## src/rtl/msdft_bram_writer.sv

```systemverilog
// ----------------------------------------------------------------------------
// msdft_bram_writer
//
// Captures one frame of correlator samples into a BRAM through its FPGA-side
// write port. A capture is started by arm and begins at the next valid sample
// that carries sync_in. From then on, one of every dec_factor valid samples is
// written. Writes go to consecutive addresses 0 .. 2**ADDR_WIDTH-1, then the
// block stops and holds done until it is re-armed, aborted or reset.
//
// Ports
//   clk         single clock, rising edge
//   rst_n       asynchronous active-low reset
//   din         correlator sample (DATA_WIDTH)
//   din_valid   din is valid this cycle; there is no backpressure
//   sync_in     frame-start marker, qualified by din_valid
//   arm         request a new capture (level, sampled every cycle)
//   abort       cancel the capture and return to IDLE; wins over arm
//   dec_factor  keep 1 of every dec_factor valid samples; 0 acts as 1
//   bram_addr   BRAM write address (ADDR_WIDTH)
//   bram_din    BRAM write data (DATA_WIDTH)
//   bram_we     BRAM write strobe, one cycle per written sample
//   busy        registered decode: state is WAIT_SYNC or CAPTURE
//   done        capture complete
//
// State       | meaning
// ------------+---------------------------------------------------------------
// S_IDLE      | no capture in progress; waiting for arm
// S_WAIT_SYNC | armed; waiting for a valid sample that carries sync_in
// S_CAPTURE   | writing decimated samples to consecutive addresses
// S_DONE      | last address written; done held until re-armed or aborted
// ----------------------------------------------------------------------------
module msdft_bram_writer #(
    parameter int DATA_WIDTH = 32,
    parameter int ADDR_WIDTH = 10,
    parameter int DEC_WIDTH  = 8
) (
    input  logic                  clk,
    input  logic                  rst_n,
    input  logic [DATA_WIDTH-1:0] din,
    input  logic                  din_valid,
    input  logic                  sync_in,
    input  logic                  arm,
    input  logic                  abort,
    input  logic [DEC_WIDTH-1:0]  dec_factor,
    output logic [ADDR_WIDTH-1:0] bram_addr,
    output logic [DATA_WIDTH-1:0] bram_din,
    output logic                  bram_we,
    output logic                  busy,
    output logic                  done
);

    typedef enum logic [1:0] {
        S_IDLE,
        S_WAIT_SYNC,
        S_CAPTURE,
        S_DONE
    } state_t;

    localparam logic [ADDR_WIDTH-1:0] LAST_ADDR = '1;
    localparam logic [DEC_WIDTH-1:0]  DEC_ONE   = DEC_WIDTH'(1);

    state_t                state;
    logic [DEC_WIDTH-1:0]  dec_latched;
    logic [DEC_WIDTH-1:0]  dec_cnt;
    logic [DEC_WIDTH-1:0]  dec_cnt_next;
    logic [ADDR_WIDTH-1:0] wr_ptr;

    // Decimation counter runs 0 .. dec_latched-1; a sample is kept at 0.
    always_comb begin
        dec_cnt_next = dec_cnt + DEC_ONE;
        if (dec_cnt == dec_latched - DEC_ONE) begin
            dec_cnt_next = '0;
        end
    end

    always_ff @(posedge clk or negedge rst_n) begin
        if (!rst_n) begin
            state       <= S_IDLE;
            dec_latched <= DEC_ONE;
            dec_cnt     <= '0;
            wr_ptr      <= '0;
            bram_we     <= 1'b0;
            bram_addr   <= '0;
            bram_din    <= '0;
            done        <= 1'b0;
        end else begin
            bram_we <= 1'b0;
            if (abort) begin
                // The sample of this cycle is dropped: bram_we stays low.
                state <= S_IDLE;
                done  <= 1'b0;
            end else begin
                case (state)
                    S_IDLE, S_DONE: begin
                        if (arm) begin
                            state       <= S_WAIT_SYNC;
                            dec_latched <= (dec_factor == '0) ? DEC_ONE : dec_factor;
                            dec_cnt     <= '0;
                            wr_ptr      <= '0;
                            done        <= 1'b0;
                        end
                    end
                    S_WAIT_SYNC: begin
                        // The sync sample itself is decimation slot 0.
                        if (din_valid && sync_in) begin
                            bram_we   <= 1'b1;
                            bram_addr <= wr_ptr;
                            bram_din  <= din;
                            wr_ptr    <= wr_ptr + 1'b1;
                            dec_cnt   <= dec_cnt_next;
                            state     <= S_CAPTURE;
                        end
                    end
                    S_CAPTURE: begin
                        if (din_valid) begin
                            if (dec_cnt == '0) begin
                                bram_we   <= 1'b1;
                                bram_addr <= wr_ptr;
                                bram_din  <= din;
                                wr_ptr    <= wr_ptr + 1'b1;
                                // done rises together with the final strobe.
                                if (wr_ptr == LAST_ADDR) begin
                                    state <= S_DONE;
                                    done  <= 1'b1;
                                end
                            end
                            dec_cnt <= dec_cnt_next;
                        end
                    end
                    default: state <= S_IDLE;
                endcase
            end
        end
    end

    // Registered decode of the state, so it trails the state by one cycle.
    always_ff @(posedge clk or negedge rst_n) begin
        if (!rst_n) begin
            busy <= 1'b0;
        end else begin
            busy <= (state == S_WAIT_SYNC) || (state == S_CAPTURE);
        end
    end

endmodule

```

## config.mk

```make
export PLATFORM = sky130hd
export DESIGN_NAME = msdft_bram_writer
export DESIGN_NICKNAME = d
export VERILOG_FILES = /design/src/rtl/msdft_bram_writer.sv
export SDC_FILE = /design/constraint.sdc
export NUM_CORES = 1
export LEC_CHECK = 0
export ABC_AREA = 1
export BUFFER_PORTS_ARGS = -buffer_cell sky130_fd_sc_hd__buf_4
export CAP_MARGIN = 5
export CORE_MARGIN = 2
export CORE_UTILIZATION = 50
export CTS_CLUSTER_DIAMETER = 150
export DETAILED_ROUTE_END_ITERATION = 10
export MAX_ROUTING_LAYER = met4
export PLACE_DENSITY = 0.77
export SETUP_SLACK_MARGIN = 0.5
export SLEW_MARGIN = 5
export SYNTH_ARGS = -nofsm -noshare
export SYNTH_HDL_FRONTEND = slang
export SYNTH_SLANG_ARGS = --single-unit
```

## constraint.sdc

```tcl
create_clock -name clk -period 2.4 [get_ports clk]
set_input_delay 0.36 -clock clk [delete_from_list [all_inputs] [get_ports clk]]
set_output_delay 0.36 -clock clk [all_outputs]
set_load 0.03 [all_outputs]
```

After elaboration in Yosys (flattened, before gate mapping)
Index checks and enable logic that the tools add are counted.
W data, S select, Z words.
{ "classes": {"n_mux": 37, "addsub": 3, "bitwise": 1, "n_eq_ne": 14, "reduce_logical": 14} }
{ "op_table": {"columns": ["op", "n"], "rows": [
  ["$mux W32", 3],
  ["$mux W10", 7],
  ["$pmux W32 S2", 1],
  ["$mux W8", 5],
  ["$pmux W10 S3", 1],
  ["$pmux W8 S3", 1],
  ["$pmux W10 S2", 1],
  ["$reduce_and A5 Y1", 4],
  ["$logic_not A8 Y1", 2],
  ["$ne A3 B3 Y1 const B", 5],
  ["$mux W2", 6],
  ["$add A10 B1 Y10 const B", 1],
  ["$eq A10 B10 Y1 const B", 1],
  ["$mux W1", 9],
  ["$add A8 B1 Y8 const B", 1],
  ["$eq A8 B8 Y1", 1],
  ["$ne A2 B2 Y1 const B", 4],
  ["$sub A8 B1 Y8 const B", 1],
  ["$pmux W2 S3", 1],
  ["$eq A2 B2 Y1 const B", 2],
  ["$pmux W1 S2", 2],
  ["$reduce_and A4 Y1", 1],
  ["$reduce_and A3 Y1", 1],
  ["$reduce_bool A3 Y1", 1],
  ["7 further kinds", 7]
]} }
{ "totals": {"ff_bits": 73, "output_inout_bits": 45, "inputBits": 46, "elab_cells": 78} }

Logic depth before layout (Yosys ltp)
{ "logic_depth": {"depth_word": 6, "ltp_mapped": 13, "depth_no_buf": 12} }

Least setup slack after synthesis
No wires, ideal clock.
{ "synth_timing": {"kind": "reg2reg", "start": "register state[0]", "end": "register wr_ptr[6]", "n_path_buf": 1, "stages_incl_launch_ff": 14, "t_arrival_ps": 1675, "slack_ps": 656, "synth_period_minus_slack_ps": 1744, "setup_time_ps": 69, "required_ps": 2331, "path_cell_list": "dfrtp_1 > inv_1 > ha_1 > inv_4 > or2_4 > nand2_4 > nor2_8 > nand2_4 > buf_6 > nor3_2 > nand2_1 > nand2_1 > inv_1 > nor2_2"} }
{ "synth_between": {"elab_chain_len": 4, "elab_cells_between_ends": 11, "cone_classes": "eq/ne: 7; mux: 1; reduce/logical: 3"} }
{ "synth_lines": {"columns": ["item", "line_no", "source"], "rows": [
  ["start, declared", "62", "state_t state;"],
  ["start signal, assigned", "78", "state <= S_IDLE;"],
  ["start signal, assigned", "90", "state <= S_IDLE;"],
  ["start signal, assigned", "96", "state <= S_WAIT_SYNC;"],
  ["$eq A2 B2 Y1 or $logic_not A2 Y1 (tied branches)", "93", "case (state)"],
  ["$reduce_or A2 Y1", "93", null],
  ["$ne A2 B2 Y1 (no source line)", null, null],
  ["$reduce_and A5 Y1 (no source line)", null, null],
  ["end signal, assigned", "109", "wr_ptr <= wr_ptr + 1'b1;"],
  ["end signal, assigned", "120", "wr_ptr <= wr_ptr + 1'b1;"],
  ["end, declared", "66", "logic [ADDR_WIDTH-1:0] wr_ptr;"]
]} }
Several ways; a longest one is shown, not always the timed one.
A chain may end at the register's enable or synchronous reset.

Worst setup path in the final report
{ "layout_timing": {"start": "register state[0]", "end": "register dec_cnt[3]"} }
{ "layout_between": {"elab_chain_len": 4, "elab_cells_between_ends": 10, "cone_classes": "eq/ne: 6; mux: 1; reduce/logical: 3"} }
{ "layout_lines": {"columns": ["item", "line_no", "source"], "rows": [
  ["$eq A2 B2 Y1 or $logic_not A2 Y1 (tied branches)", "93", null],
  ["$reduce_or A2 Y1", "93", null],
  ["$ne A2 B2 Y1 (no source line)", null, null],
  ["$reduce_and A4 Y1 (no source line)", null, null],
  ["end signal, assigned", "110", "dec_cnt <= dec_cnt_next;"],
  ["end signal, assigned", "127", "dec_cnt <= dec_cnt_next;"],
  ["end, declared", "64", "logic [DEC_WIDTH-1:0] dec_cnt;"]
]} }
Several ways; a longest one is shown, not always the timed one.

==> run summary <==
# rows: 30
Delay-heaviest family, CP: simple AND/OR/NAND/NOR gates
Startpoint type of the worst setup path: flop
Antenna diode count: 0
H-tree levels: 3
IO Count: 91
# nets final: 588
Die X: 89.0 um
Critical Path Most Common Cell: inv_1
Largest stage delay on the critical path: 0.38 ns
Arr. time, crit path: 2.03 ns
Reg clk slew, reported paths: 0.09 ns
FMAX: 0.562 GHz
Worst EP required: 2.65 ns
CTS sink count: 73
Synthesized area: 3610 um2
Final worst setup slack: 0.619 ns
CP max stage cell: dfrtp_1
WP buf/inv: 3
Synth Flop Type: dfrtp_1
Post-Synth XOR/XNOR Area: 0.0436
Final period util: 0.742
Main combinational cell family by area after synthesis: simple AND/OR/NAND/NOR gates
Dominant cells by area after synthesis: dfrtp_1 (50%), nand2_1 (19%), inv_1 (3.3%)
DIE AREA: 7930 um2
Share of cells above drive strength 1: 0.279
Cell taking the most area after synthesis: dfrtp_1
Cells on worst reg2reg path: 10
Setup crit start: state[0]
CTS Buffer Depth: 2
Adder-Cell Fraction of Synth Area: 0.0208
Worst skew pair latency: 0.35 ns
First-pass GRT wire length: 13.2 mm
Origin of the critical flop-to-flop path: state[0]
Via count: 3079
Iteration-0 DRC Markers: 220
GRT overflow: 0
Initial antenna violation count: 0
Async SR Flop Fraction: 1.00
Worst hold path type: input pin to asynchronous set/reset pin
Worst Max-Slew Pin Slew: 0.895 ns
Drt wl/cell: 12.5 um
Worst Path Max Fanout: 8
Die Y: 89.0 um
CTS buffer count: 9
Setup TNS: 0 ns
Slew Limit Fails: 0
Yosys warnings: 0
Drt via density: 4.83
Routed Antenna Nets: 0
Tmin final: 1.78 ns
Layout Skew: 0.0124 ns
Max transition margin: 0.403
Vias in the first global route: 2895
GP Congestion: 0.834
Worst slack, placed: 0.309 ns
TritonCTS clock tree: done
Max IR drop VDD: 0.846 mV
Crit path capture type: flop
Avg Cell Area, Syn: 8.31 um2
Unrepaired setup endpoints after global routing: true
FF+latch count, synth: 73
CTS Hold Buffers Added: 0
Core area: 6910 um2
Final Setup Violations: 0
Mux contribution to synthesized area: 0.00935
R2R setup slack: 0.62 ns
Dpl hpwl: 5.75 mm
GR Util All Layers: 0.222
Power density over the cells: 1300 nW/um2
Buffers on Ports: 90
Critical path cell sequence: inv_1, ha_4, inv_8, or2_4, nand2_4, nor2_8, inv_1, nor2_1, xor2_1, a21oi_1
Starting Density: 0.523
Worst R2R End: dec_cnt[3]
LEAKAGE: 0.00243 uW
Critical setup path kind: flop to flop
Synth top area share: 0.498
Drt total wl: 7.99 mm
Drt drc: 0
Yosys cell types: 34
Area fraction in compound gates after synthesis: 0.0575
Post-synth EDFFs: 0
Clk root buf: clkbuf_8
Syn nets: 487
Syn-to-layout area delta: 29.2%
Status: completed
Final hold violations: 0
Seq/Total Area, Yosys: 0.506
Simple-Gate Fraction of Synth Area: 0.295
Drt first pass iters: 4
Cell count after synthesis: 435
Largest net degree at the start of global routing: 74
Maximum capacitance violations: 0
## cells in the mapped netlist (2+ instances only)
cell     instances
a21oi_1         12
buf_2            4
buf_4            3
buf_6            4
dfrtp_1         72
ha_1             6
inv_1           32
inv_2            4
mux2_2           3
nand2_1        179
nand2_4          4
nand3_1         21
nand4_1          5
nor2_1          20
nor2_2           3
nor3_1           6
o21ai_0         22
o31ai_1          2
or2_4            2
xnor2_1          5
xor2_1          13
## power breakdown
part	leakage, uW	switching [uW]	internal [uW]
registers	0.000945	328	1680
clock network	0.0000848	505	392
logic	0.00140	1990	1190
total	0.00243	2820	3260
## area by class of cell
| cell class | instances | area (um2) |
|---|---|---|
| fill | 597 | 2240 |
| clock buffer | 9 | 124 |
| timing repair buffer | 103 | 781 |
| tap | 96 | 120 |
| clock inverter | 7 | 60.1 |
| multi-input combinational | 312 | 1600 |
| inverter | 37 | 161 |
| sequential | 73 | 1830 |
## how the worst max path moves through the flow
| stage | cells after the start | slack [ns] | to |
|---|---|---|---|
| after floorplan | 13 | 0.66 | wr_ptr[6] |
| after global placement | 11 | 0.37 | wr_ptr[6] |
| after detailed placement | 10 | 0.31 | bram_din[17] |
| after CTS | 10 | 0.49 | bram_din[17] |
| after global routing | 12 | 0.49 | wr_ptr[7] |
| final | 10 | 0.62 | dec_cnt[3] |
## timing repair
item / 4_1_cts / 5_1_grt
pin swaps: 1 / 4
gates cloned: 0 / 0
setup buffers: 2 / 7
endpoints found under the hold margin: 0 / 0
gates resized for setup: 7 / 15
setup endpoints to repair: 43 / 44
## logic make-up (layout without fill, tap and decap cells)
family,Yosys count,after routing
DFF,73,73
AOI/OAI and AO/OA,38,38
muxes,3,3
and+or+nand+nor,247,247
xor gates and xnor gates,18,18
buffers and inverters,50,156
adders and majority gates,6,6
## metal layers
layer	part of all wire	track usage	routed length, um
met1	0.46	0.296	3700
met4	0.013	0.102	105
met2	0.47	0.335	3780
met5	0	-	0
met3	0.050	0.0342	398
## worst reg2reg max path: stages, from the launching register on
cell     delay [ns]
dfrtp_1        0.38
inv_1          0.10
ha_4           0.24
inv_8          0.10
or2_4          0.14
nand2_4        0.06
nor2_8         0.14
inv_1          0.11
nor2_1         0.15
xor2_1         0.18
a21oi_1        0.06
## flip-flops by register name (all words and copies together) (netlist names)
name and cells:
bram_din 32, bram_we 1, done 1, bram_addr 10, wr_ptr 10, dec_cnt 8
busy 1, dec_latched 8, state 2
## per-stage QoR
stage | util | cells | instance area, um2 | total power, uW | hold WS (ns)
global route | 0.676 | 637 | 4670 | 6560 | 0.189
global placement | 0.628 | 612 | 4340 | 4870 | 0.462
floorplan | - | 435 | 3610 | 4080 | 0.0644
CTS | 0.659 | 630 | 4550 | 5930 | 0.161
finish | 0.676 | 637 | 4670 | 6080 | 0.117
detailed placement | 0.628 | 612 | 4340 | 4960 | 0.464
## cell usage in the layout, fill, tap and decap left out, types with 3 or more instances in the layout
master	count
mux2_2	3
o21ai_0	22
a21oi_1	12
xor2_1	13
nand2_4	4
dfrtp_1	72
nand2_1	176
inv_1	31
nand3_1	20
nor3_1	6
ha_1	5
buf_4	101
nand4_1	5
nor2_1	18
inv_2	3
xnor2_1	5
clkinvlp_4	3
inv_6	3
clkbuf_8	9
nor2_2	4
Power figures use the tool's default switching activity.
